`config.mk`:
```
export PLATFORM = sky130hd
export DESIGN_NAME = audio_period_decoder
export DESIGN_NICKNAME = d
export VERILOG_FILES = /design/src/rtl/audio_period_decoder.sv
export SDC_FILE = /design/constraint.sdc
export NUM_CORES = 1
export LEC_CHECK = 0
export ABC_AREA = 0
export CAP_MARGIN = 20
export CORE_MARGIN = 4
export CORE_UTILIZATION = 56
export DETAILED_ROUTE_END_ITERATION = 8
export PLACE_DENSITY_LB_ADDON = 0.25
export SETUP_SLACK_MARGIN = 0.1
export SLEW_MARGIN = 20
export SYNTH_ARGS = -nofsm -noshare
export SYNTH_HDL_FRONTEND = slang
export SYNTH_SLANG_ARGS = --single-unit
```
`constraint.sdc`:
```
create_clock -name clk -period 4.8 [get_ports clk]
set_clock_uncertainty 0.1 [all_clocks]
set_input_delay 0.48 -clock clk [delete_from_list [all_inputs] [get_ports clk]]
set_output_delay 0.48 -clock clk [all_outputs]
set_load 0.01 [all_outputs]
```
`src/rtl/audio_period_decoder.sv`:
```
// audio_period_decoder: recovers the half-period code and note-active flag from a
// 1-bit square-wave audio line (receive side of the synth audio path).
// Ports:
//   clk       system clock
//   rst       synchronous reset, active-high
//   audio_in  square-wave audio, asynchronous to clk
//   hp        decoded half-period in ticks of TICK_DIV clk; 0 when not locked
//   active    1 while a note is locked
//   note_stb  1-cycle pulse when hp takes a new locked value
module audio_period_decoder #(
  parameter int unsigned TICK_DIV      = 2048,
  parameter int unsigned GLITCH_CYC    = 4,
  parameter int unsigned TOL           = 1,
  parameter int unsigned SILENCE_TICKS = 200
) (
  input  logic       clk,
  input  logic       rst,
  input  logic       audio_in,
  output logic [6:0] hp,
  output logic       active,
  output logic       note_stb
);

  localparam int unsigned PRE_W  = 12;
  localparam int unsigned TCNT_W = 8;
  localparam int unsigned GCNT_W = 3;
  localparam int unsigned HP_W   = 7;

  typedef enum logic [1:0] {
    IDLE   = 2'd0,
    ARMED  = 2'd1,
    CAND   = 2'd2,
    LOCKED = 2'd3
  } state_e;

  logic              sync1_q, sync1_d;
  logic              sync2_q, sync2_d;
  logic              level_q, level_d;
  logic [GCNT_W-1:0] gcnt_q, gcnt_d;
  logic              edge_q, edge_d;
  logic [PRE_W-1:0]  pre_q, pre_d;
  logic [TCNT_W-1:0] tcnt_q, tcnt_d;
  logic [HP_W-1:0]   cand_q, cand_d;
  logic [HP_W-1:0]   hp_q, hp_d;
  logic              active_q, active_d;
  logic              note_stb_q, note_stb_d;
  state_e            state_q, state_d;

  logic              tick;
  logic [TCNT_W-1:0] tcnt_adv;
  logic [TCNT_W-1:0] meas;
  logic              in_range;
  logic              near_cand;
  logic              near_hp;
  logic              silence;

  // Unsigned distance in 8 bits (max - min), never wraps.
  function automatic logic [TCNT_W-1:0] abs_diff(input logic [TCNT_W-1:0] a,
                                                 input logic [TCNT_W-1:0] b);
    return (a > b) ? (a - b) : (b - a);
  endfunction

  // Synchronizer and glitch filter: a new level must persist GLITCH_CYC samples.
  always_comb begin
    sync1_d = audio_in;
    sync2_d = sync1_q;
    level_d = level_q;
    gcnt_d  = '0;
    edge_d  = 1'b0;
    if (sync2_q != level_q) begin
      if (gcnt_q == GCNT_W'(GLITCH_CYC - 1)) begin
        level_d = sync2_q;
        edge_d  = 1'b1;
      end else begin
        gcnt_d = gcnt_q + GCNT_W'(1);
      end
    end
  end

  // Prescaler and tick counter; an edge realigns both to zero.
  // The measurement includes this cycle's tick so N*TICK_DIV clk reads as N.
  always_comb begin
    tick     = (pre_q == PRE_W'(TICK_DIV - 1));
    tcnt_adv = tcnt_q;
    if (tick && (tcnt_q != {TCNT_W{1'b1}})) begin
      tcnt_adv = tcnt_q + TCNT_W'(1);
    end
    meas = tcnt_adv;
    if (edge_q) begin
      pre_d  = '0;
      tcnt_d = '0;
    end else begin
      pre_d  = tick ? '0 : (pre_q + PRE_W'(1));
      tcnt_d = tcnt_adv;
    end
  end

  // Lock state machine next-state and output logic.
  always_comb begin
    state_d    = state_q;
    cand_d     = cand_q;
    hp_d       = hp_q;
    active_d   = active_q;
    note_stb_d = 1'b0;
    in_range   = (meas != '0) && !meas[TCNT_W-1];
    near_cand  = abs_diff(meas, {1'b0, cand_q}) <= TCNT_W'(TOL);
    near_hp    = abs_diff(meas, {1'b0, hp_q}) <= TCNT_W'(TOL);
    silence    = (tcnt_q == TCNT_W'(SILENCE_TICKS));

    if (edge_q) begin
      case (state_q)
        IDLE: state_d = ARMED;
        ARMED: begin
          if (in_range) begin
            state_d = CAND;
            cand_d  = meas[HP_W-1:0];
          end
        end
        CAND: begin
          if (in_range && near_cand) begin
            state_d    = LOCKED;
            hp_d       = meas[HP_W-1:0];
            active_d   = 1'b1;
            // Re-locking onto the value already held is not a new note.
            note_stb_d = (meas[HP_W-1:0] != hp_q);
          end else if (in_range) begin
            cand_d = meas[HP_W-1:0];
          end else begin
            state_d = ARMED;
          end
        end
        LOCKED: begin
          if (near_hp) begin
            state_d = LOCKED;
          end else if (in_range) begin
            state_d = CAND;
            cand_d  = meas[HP_W-1:0];
          end else begin
            state_d = ARMED;
          end
        end
        default: state_d = IDLE;
      endcase
    end else if ((state_q != IDLE) && silence) begin
      state_d  = IDLE;
      hp_d     = '0;
      active_d = 1'b0;
    end
  end

  // State and output registers.
  always_ff @(posedge clk) begin
    if (rst) begin
      sync1_q    <= 1'b0;
      sync2_q    <= 1'b0;
      level_q    <= 1'b0;
      gcnt_q     <= '0;
      edge_q     <= 1'b0;
      pre_q      <= '0;
      tcnt_q     <= '0;
      cand_q     <= '0;
      hp_q       <= '0;
      active_q   <= 1'b0;
      note_stb_q <= 1'b0;
      state_q    <= IDLE;
    end else begin
      sync1_q    <= sync1_d;
      sync2_q    <= sync2_d;
      level_q    <= level_d;
      gcnt_q     <= gcnt_d;
      edge_q     <= edge_d;
      pre_q      <= pre_d;
      tcnt_q     <= tcnt_d;
      cand_q     <= cand_d;
      hp_q       <= hp_d;
      active_q   <= active_d;
      note_stb_q <= note_stb_d;
      state_q    <= state_d;
    end
  end

  assign hp       = hp_q;
  assign active   = active_q;
  assign note_stb = note_stb_q;

endmodule
```
Word level (Yosys, flattened, before mapping)
Cells that the tools add are included.
- add/sub/neg operators: 7
- order comparisons: 4
- eq/ne operators: 15
- muxes and demuxes: 24
- bitwise operators: 4
- reduce and logical (&&, ||, !) cells: 19
- operators by type and width (operator ; number):
    7-bit two-way mux ; 7
    8-bit two-way mux ; 3
    7-bit one-hot mux with 3 select lines ; 1
    8-bit by 7-bit > comparator with 1-bit output ; 2
    8-bit by 1-bit <= comparator with 1-bit output (second input constant) ; 2
    7-bit by 8-bit subtractor with 8-bit output ; 2
    8-bit by 7-bit subtractor with 8-bit output ; 2
    2-bit two-way mux ; 7
    12-bit by 1-bit adder with 12-bit output (second input constant) ; 1
    12-bit by 11-bit == test with 1-bit output (second input constant) ; 1
    8-bit by 1-bit adder with 8-bit output (second input constant) ; 1
    8-bit == test (second input constant) ; 1
    8-bit inequality test (second input constant) ; 1
    2-bit one-hot mux with 4 select lines ; 1
    8-bit nonzero test ; 1
    7-bit inequality test ; 1
    3-bit AND reduction ; 2
    3-bit OR reduction ; 2
    1-bit two-way mux ; 5
    2-bit == test (second input constant) ; 2
    1-bit logical AND ; 4
    2-bit by 1-bit inequality test with 1-bit output (second input constant) ; 2
    2-bit inequality test (second input constant) ; 2
    4-bit inequality test (second input constant) ; 1
    14 further kinds ; 19
- flip-flop bits (word level): 45
- input port bits: 3
- output and inout port bits: 9
- word-level logic and storage cells: 85

Depth between registers and ports, before layout
Gate-level depths: netlist of run 1.
- depth in word-level cells: 10
- mapped depth: 21
- mapped depth without buffers: 16

Worst setup path before layout of run 1
Ideal clock, no wire load.
- path type: register -> register
- start point: reg pre_q[0]
- end point: reg hp_q[5] (netlist: hp[5])
- setup time: 0.131 ns
- arrival: 4.255 ns
- slack: 0.314 ns
- stages on the path, launching flop included: 20
- buffers on the path: 3
- period minus slack after synthesis: 4.486 ns
- path through: dfxtp_1 ha_1 nand4_1 nor4_4 and2_1 buf_4 nor2_1 a21oi_1 inv_1 fa_1 nor2b_1 o221ai_1 a221o_1 a21o_1 a2111oi_2 or2_2 clkbuf_1 buf_2 a211o_1 a21oi_2
- word-level cells in the longest chain between the ends: 9
- elaborated cells between the ends (all ways): 17
- RTL lines (element ; line ; RTL):
    start: declaration ; 41 ; logic [PRE_W-1:0] pre_q, pre_d;
    start signal: assignment ; 172 ; pre_q <= pre_d;
    12-bit by 11-bit == test with 1-bit output (*) ; 83 ; tick = (pre_q == PRE_W'(TICK_DIV - 1));
    1-bit logical AND (*) ; 85 ; if (tick && (tcnt_q != {TCNT_W{1'b1}})) begin
    8-bit two-way mux (*) ; 85 ;
    via meas[1] ; 51 ; logic [TCNT_W-1:0] meas;
    7-bit by 8-bit subtractor with 8-bit output (tied with other cells) ; 60 ; return (a > b) ? (a - b) : (b - a);
    8-bit two-way mux ; 60 ;
    8-bit by 1-bit <= comparator with 1-bit output ; 106 ; near_cand = abs_diff(meas, {1'b0, cand_q}) <= TCNT_W'(TOL);
    1-bit logical AND (*) ; 120 ; if (in_range && near_cand) begin
    2-bit by 1-bit inequality test with 1-bit output (no source line) (*) ; - ;
    3-bit AND reduction (no source line) (*) ; - ;
    end signal: assignment ; 175 ; hp_q <= hp_d;
    end: declaration ; 44 ; logic [HP_W-1:0] hp_q, hp_d;
The timed path passes the listed nets; every way through them passes the cells marked *. The select of a mux whose other input is x is not followed.
A chain may end at the register's enable or synchronous reset.

Worst setup path in the final report of run 1
- start point: reg pre_q[0]
- end point: reg cand_q[5]
- word-level cells in the longest chain between the ends: 9
- elaborated cells between the ends (all ways): 24
- RTL lines (element ; line ; RTL):
    12-bit by 11-bit == test with 1-bit output (*) ; 83 ;
    1-bit logical AND (*) ; 85 ;
    8-bit two-way mux (*) ; 85 ;
    via meas[2] ; 51 ;
    7-bit by 8-bit subtractor with 8-bit output (tied with other cells) ; 60 ;
    8-bit two-way mux ; 60 ;
    8-bit by 1-bit <= comparator with 1-bit output ; 106 ;
    1-bit logical AND ; 120 ;
    2-bit inequality test (no source line) ; - ;
    4-bit AND reduction (no source line) ; - ;
    end signal: assignment ; 174 ; cand_q <= cand_d;
    end: declaration ; 43 ; logic [HP_W-1:0] cand_q, cand_d;
Marks and branches as above.

==> impl_metrics.ini, run 1 <==
[status]
status = finished clean

[timing]
setup-violations-final = 0
setup-tns-final_ps = 0
period_minus_slack_ps = 4403
rsz0062_at_grt = false
relSlewSlack_pct = 23.38
drv_slew = 0
hold_violations = 0
worst_slew_pin_slew_ps = 1141
fin_crit_sh_pct = 91.73
fmax_mhz = 227.1

[placed_design]
portBuffers = 11
gp_congestion = 0.9717
dpl.hpwl_mm = 6.113

[detailed_routing]
via_per_inst = 5.947
drc = 0
dr.pass1.iters = 5
vias = 3045
drt_iter0_drc = 205
wl_met3_um = 370
met1_length_mm = 3.832
top_layer = met4
wl_met2_mm = 3.639
wl_mm = 7.962
wire_per_inst_um = 15.55
ant_nets = 0

[logic_synthesis]
synthCells = 424
synthFlopType = dfxtp_1
synthesis.area_um2 = 3421
synth-edff-count = 0
yosysSeqAreaShare_pct = 26.34
synth_top_cell_area_share_pct = 26.34
synth.area.top_cells = dfxtp_1 26%, ha_1 12%, nor2_1 5.2%, a21oi_1 4.5%, inv_1 4.1%
syn_nets = 464
synth_area_per_cell_um2 = 8.068
synth.distinct_cells = 62
synth_top_area_cell = dfxtp_1
ys_ff_latch = 45
async_flop_share_pct = 0
yosysWarnings = 0

[layout]
post-route-util_pct = 64.26
final_common_cell = nor2_1
multi_input_area_um2 = 2310
nets = 476
diodes = 0
layout_common_cells = 47 x nor2_1, 44 x dfxtp_1, 37 x inv_1
layout-drive-gt1-share_pct = 10.76
syn2layout_area_growth_pct = 11.23
regArea_um2 = 902.1
fillers = 507

[global_route]
grt_pass1_vias = 2802
globalRouteOverflowTotal = 0
grt_pass1_wl_mm = 13.55
track_usage_pct = 22.66
grt_max_degree = 22
grt_antenna_before_repair = 0

[clocking]
clock_sinks = 45
cts_root_buffer = clkbuf_8
cts_tree = built
numCtsBuffers = 5
cts.clk_slew.worst_paths_ps = 80
clk_latency_ps = 300
cts_buffer_depth = 2
ctsHoldBuffers = 0
h-tree-depth = 2

[setup_path]
setup.worst_path.start_class = flop
cp_max_fo = 8
required_ps = 4880
path_cells = ha_1, nand4_1, buf_4, nor4_4, buf_4, a21oi_1, a21oi_2, ha_1, nor2b_1, o31ai_1, a21oi_1, or2_2, a2111oi_2, nor3b_1, o211a_1, mux2_2
endpoint_kind = flop
cp_data_arrival_time_ps = 4490
cp_slowest_stage_delay_ps = 470
path_class = reg2reg
slowest_stage = a2111oi_2

[power]
p_leak_nw = 1.553
power_density_nw_per_um2 = 191.5
vdd_drop_max_mv = 0.2354

[floorplanning]
io_pins = 12
fp.dieH_um = 86.16
initial_utilization_pct = 57.78
die_area_um2 = 7423
num_rows = 28
die_w_um = 86.16
core-area_um2 = 5921

[flow_run]
maxCapViolCount = 0

[worst_hold_path]
hp-class = reg2reg
[worst paths after layout]
kind | start | end | slack [ps] | depth (start not counted)
worst min register to register | gcnt_q[0] | gcnt_q[0] | 340 | 1
worst max-delay path | pre_q[0] | cand_q[5] | 400 | 16
worst min-delay path | gcnt_q[0] | gcnt_q[0] | 340 | 1
worst max register to register | pre_q[0] | cand_q[5] | 400 | 16
[layer usage]
metal,global-route usage [%],vias to the layer above
met1,32.98,1426
li1,-,1516
met3,3.458,13
met5,0,-
met2,34.69,90
met4,6.187,0
[worst max-delay path: cells and delay by family, from the launching register on]
family,cells,cell delay (ps)
buf+inv,2,340
fa+ha+maj,2,620
flops,1,370
compound gates,6,1660
simple gates,5,900
mux,1,310
[cell type report]
class	count	share of cell area [%]
multi-input combinational	320	60.70
tap	75	2.466
timing repair buffer	26	5.853
clock buffer	5	1.809
clock inverter	3	1.710
inverter	38	3.749
sequential	45	23.71
[registers in the layout, indices dropped and copies added, names as in the netlist, 2 cells and up]
| signal | cells |
|---|---|
| gcnt_q | 3 |
| tcnt_q | 8 |
| hp | 7 |
| state_q | 2 |
| pre_q | 12 |
| cand_q | 7 |
[what timing repair did]
| item | in CTS | in global routing |
|---|---|---|
| setup buffers | 0 | 2 |
| pin swaps | 0 | 2 |
| endpoints found under the setup margin | 18 | 18 |
| hold endpoints to repair | 0 | 0 |
| gates resized for setup | 2 | 10 |
[cells by family (layout without fill, tap and decap cells)]
group | after synthesis | in the layout | synth area share, %
flops | 45 | 45 | 26.33
simple gates | 153 | 153 | 23.37
compound gates | 98 | 98 | 19.75
fa+ha+maj | 37 | 37 | 14.41
buf+inv | 59 | 72 | 7.315
mux | 13 | 13 | 3.950
xor+xnor | 19 | 19 | 4.865
[Yosys cell counts (all sizes together) (4+ instances only)]
cell type and n:
nor2 47, dfxtp 45, inv 38, a21oi 33, ha 33, nand2 23
nand3 18, o21ai 14, buf 12, xor2 12, clkbuf 9, mux2i 9
nand2b 9, nor2b 9, nor3 9, a211o 7, a21o 7, nand4 7
xnor2 7, and3 5, or3 5, and2 4, fa 4, mux2 4
[where the power goes]
group	total (mW)	leakage [nW]	switching (mW)	internal, mW
Clock	0.335	0.0681	0.128	0.207
Sequential	0.378	0.364	0.00233	0.376
Combinational	0.0151	1.12	0.00971	0.00535
Total	0.728	1.55	0.140	0.588
[per-stage QoR]
stage | instances | total power [mW] | cell area [um2] | hold WS, ps | worst slack (ps)
after floorplan | 424 | 0.3974 | 3421 | 299.1 | 313.9
after global placement | 502 | 0.4020 | 3615 | 308.3 | -16.96
after detailed placement | 502 | 0.4026 | 3615 | 327.8 | -34.59
after CTS | 510 | 0.7359 | 3757 | 340.2 | 110.4
after global routing | 512 | 0.7578 | 3805 | 349.7 | 81.50
final | 512 | 0.7285 | 3805 | 336.5 | 396.8
(Power assumes the default switching activity.)
==> inputs of run 2 (changes only) <==
- ABC_AREA: 0 -> default
- CAP_MARGIN: 20 -> default
- CORE_UTILIZATION: 56 -> 65
- clock period: 4.8 -> 5.51 ns (I/O delays scaled with it)
==> run 2 against run 1 <==
Compared with the run above:
- hold slack better by 6.8 ps
- largest power group unchanged
- total power down 23%
- critical path depth unchanged
- flip-flop and latch count unchanged
==> impl_metrics.ini, run 2 (same netlist as run 1, synthesis figures left out) <==
[layout]
post-route-util_pct = 71.58
reg.largest.list = pre_q: 12 flops, tcnt_q: 8 flops
nets = 466
layout_common_cells = 47 x nor2_1, 45 x dfxtp_1, 37 x inv_1
diodes = 0
largest_reg_flops = 12
top_register = pre_q
final_common_cell = nor2_1
fillers = 427
final_area_um2 = 3656
syn2layout_area_growth_pct = 6.876
layout-drive-gt1-share_pct = 7.260

[setup_path]
path_class = reg2reg
rr_endpoint = cand_q[1]
rrSetupSlack_ps = 520
setup.worst_path.start_class = flop
cp_max_fo = 10
required_ps = 5610
endpoint_kind = flop
r2r-start = pre_q[0]
cp_data_arrival_time_ps = 5090
rr_worst_depth = 16

[placed_design]
gp_congestion = 0.9252
dpl.hpwl_mm = 6.008
portBuffers = 11
placed_area_um2 = 3548
dpl_worst_slack_ps = 571.4

[timing]
whs_ps = 343.3
fin_crit_sh_pct = 90.54
layout_setup_ws_ps = 521.1
fmax_mhz = 200.4
relSlewSlack_pct = 55.59
setup-violations-final = 0
drv_slew = 0
setup-tns-final_ps = 0
hold_violations = 0
rsz0062_at_grt = false
worst_slew_pin_slew_ps = 662.5
period_minus_slack_ps = 4989

[detailed_routing]
via_per_inst = 6.175
drc = 0
drt_iter0_drc = 239
wl_mm = 7.815
vias = 3069
ant_nets = 0
wire_per_inst_um = 15.72
dr.pass1.iters = 7

[floorplanning]
initial_utilization_pct = 66.98
die_area_um2 = 6488
fp.dieH_um = 80.55
core-area_um2 = 5107
io_pins = 12
die_w_um = 80.55
num_rows = 26

[global_route]
grt_pass1_vias = 2946
grt_antenna_before_repair = 0
globalRouteOverflowTotal = 0
grt_max_degree = 22
grt_pass1_wl_mm = 13.57
track_usage_pct = 26.66

[clocking]
clk_latency_ps = 310
cts_buffer_depth = 2
clock_sinks = 45
cts_resized = 0
cts_setup_buffers = 0
ctsHoldBuffers = 0
cts_tree = built
h-tree-depth = 2
cts_root_buffer = clkbuf_8
cts.clk_slew.worst_paths_ps = 90
numCtsBuffers = 5

[flow_run]
maxCapViolCount = 0

[power]
power_density_nw_per_um2 = 153.7
vdd_drop_max_mv = 0.2134
p_leak_nw = 1.485

[worst_hold_path]
hp-class = reg2reg
hold_path_depth = 1
hold_path_end = gcnt_q[0]
hold_start = gcnt_q[0]

[status]
status = finished clean
==> run 2: cell count changes in the layout (fill, tap and decap cells not counted), moves of 2 or more <==
cell	previous run	this run
clkinv_4	0	2
buf_4	15	5
and2_1	2	4
ha_1	31	33
bufinv_16	2	0
ha_2	2	0
==> run 2: how the worst max path moves through the flow <==
stage | startpoint | endpoint | slack [ps]
after global routing | pre_q[0] | cand_q[1] | 190
after detailed placement | pre_q[0] | cand_q[1] | 570
after floorplan | pre_q[0] | hp[5] | 1020
after global placement | pre_q[0] | cand_q[1] | 650
after CTS | pre_q[0] | cand_q[1] | 510
final | pre_q[0] | cand_q[1] | 520
==> run 2: stage by stage <==
stage,cells,total power [mW]
6_report,497,0.5618
5_1_grt,497,0.5811
4_1_cts,497,0.5665
3_5_place_dp,489,0.3507
3_3_place_gp,489,0.3504
2_1_floorplan,424,0.3462
==> run 2: cell type report <==
| cell class | instances | area (um2) | share of cell area (%) |
|---|---|---|---|
| multi-input cells | 320 | 2282 | 62.42 |
| clock inverters | 3 | 26.28 | 0.7187 |
| flip-flops and latches | 45 | 900.9 | 24.64 |
| well taps | 70 | 87.58 | 2.396 |
| clock buffers | 5 | 68.82 | 1.882 |
| inverters | 38 | 142.6 | 3.901 |
| repair buffers | 16 | 147.6 | 4.038 |
==> run 2: worst max-delay path, stage by stage (launching register included) <==
cell and delay [ps]:
dfxtp_1 370, ha_1 220, nand4_1 250, nor4_4 350
and2_1 340, and3_1 210, xnor2_1 210, inv_1 170
ha_1 490, and4_1 290, nand4_1 160, a221o_1 390
a21o_1 160, a2111oi_2 380, nor3b_1 100, o211a_1 360
mux2_2 320
==> run 2: layer usage <==
metal / global-route usage, % / share of wire [%]
met2: 42.72 / 46
met5: 0 / 0
met4: 12.50 / 3.7
met1: 34.41 / 44
met3: 4.933 / 5.8
==> run 2: report_power, final <==
group          internal (mW)  switching (mW)
Sequential             0.328         0.00209
Clock                 0.0926           0.126
Combinational        0.00466         0.00843
Total                  0.425           0.137
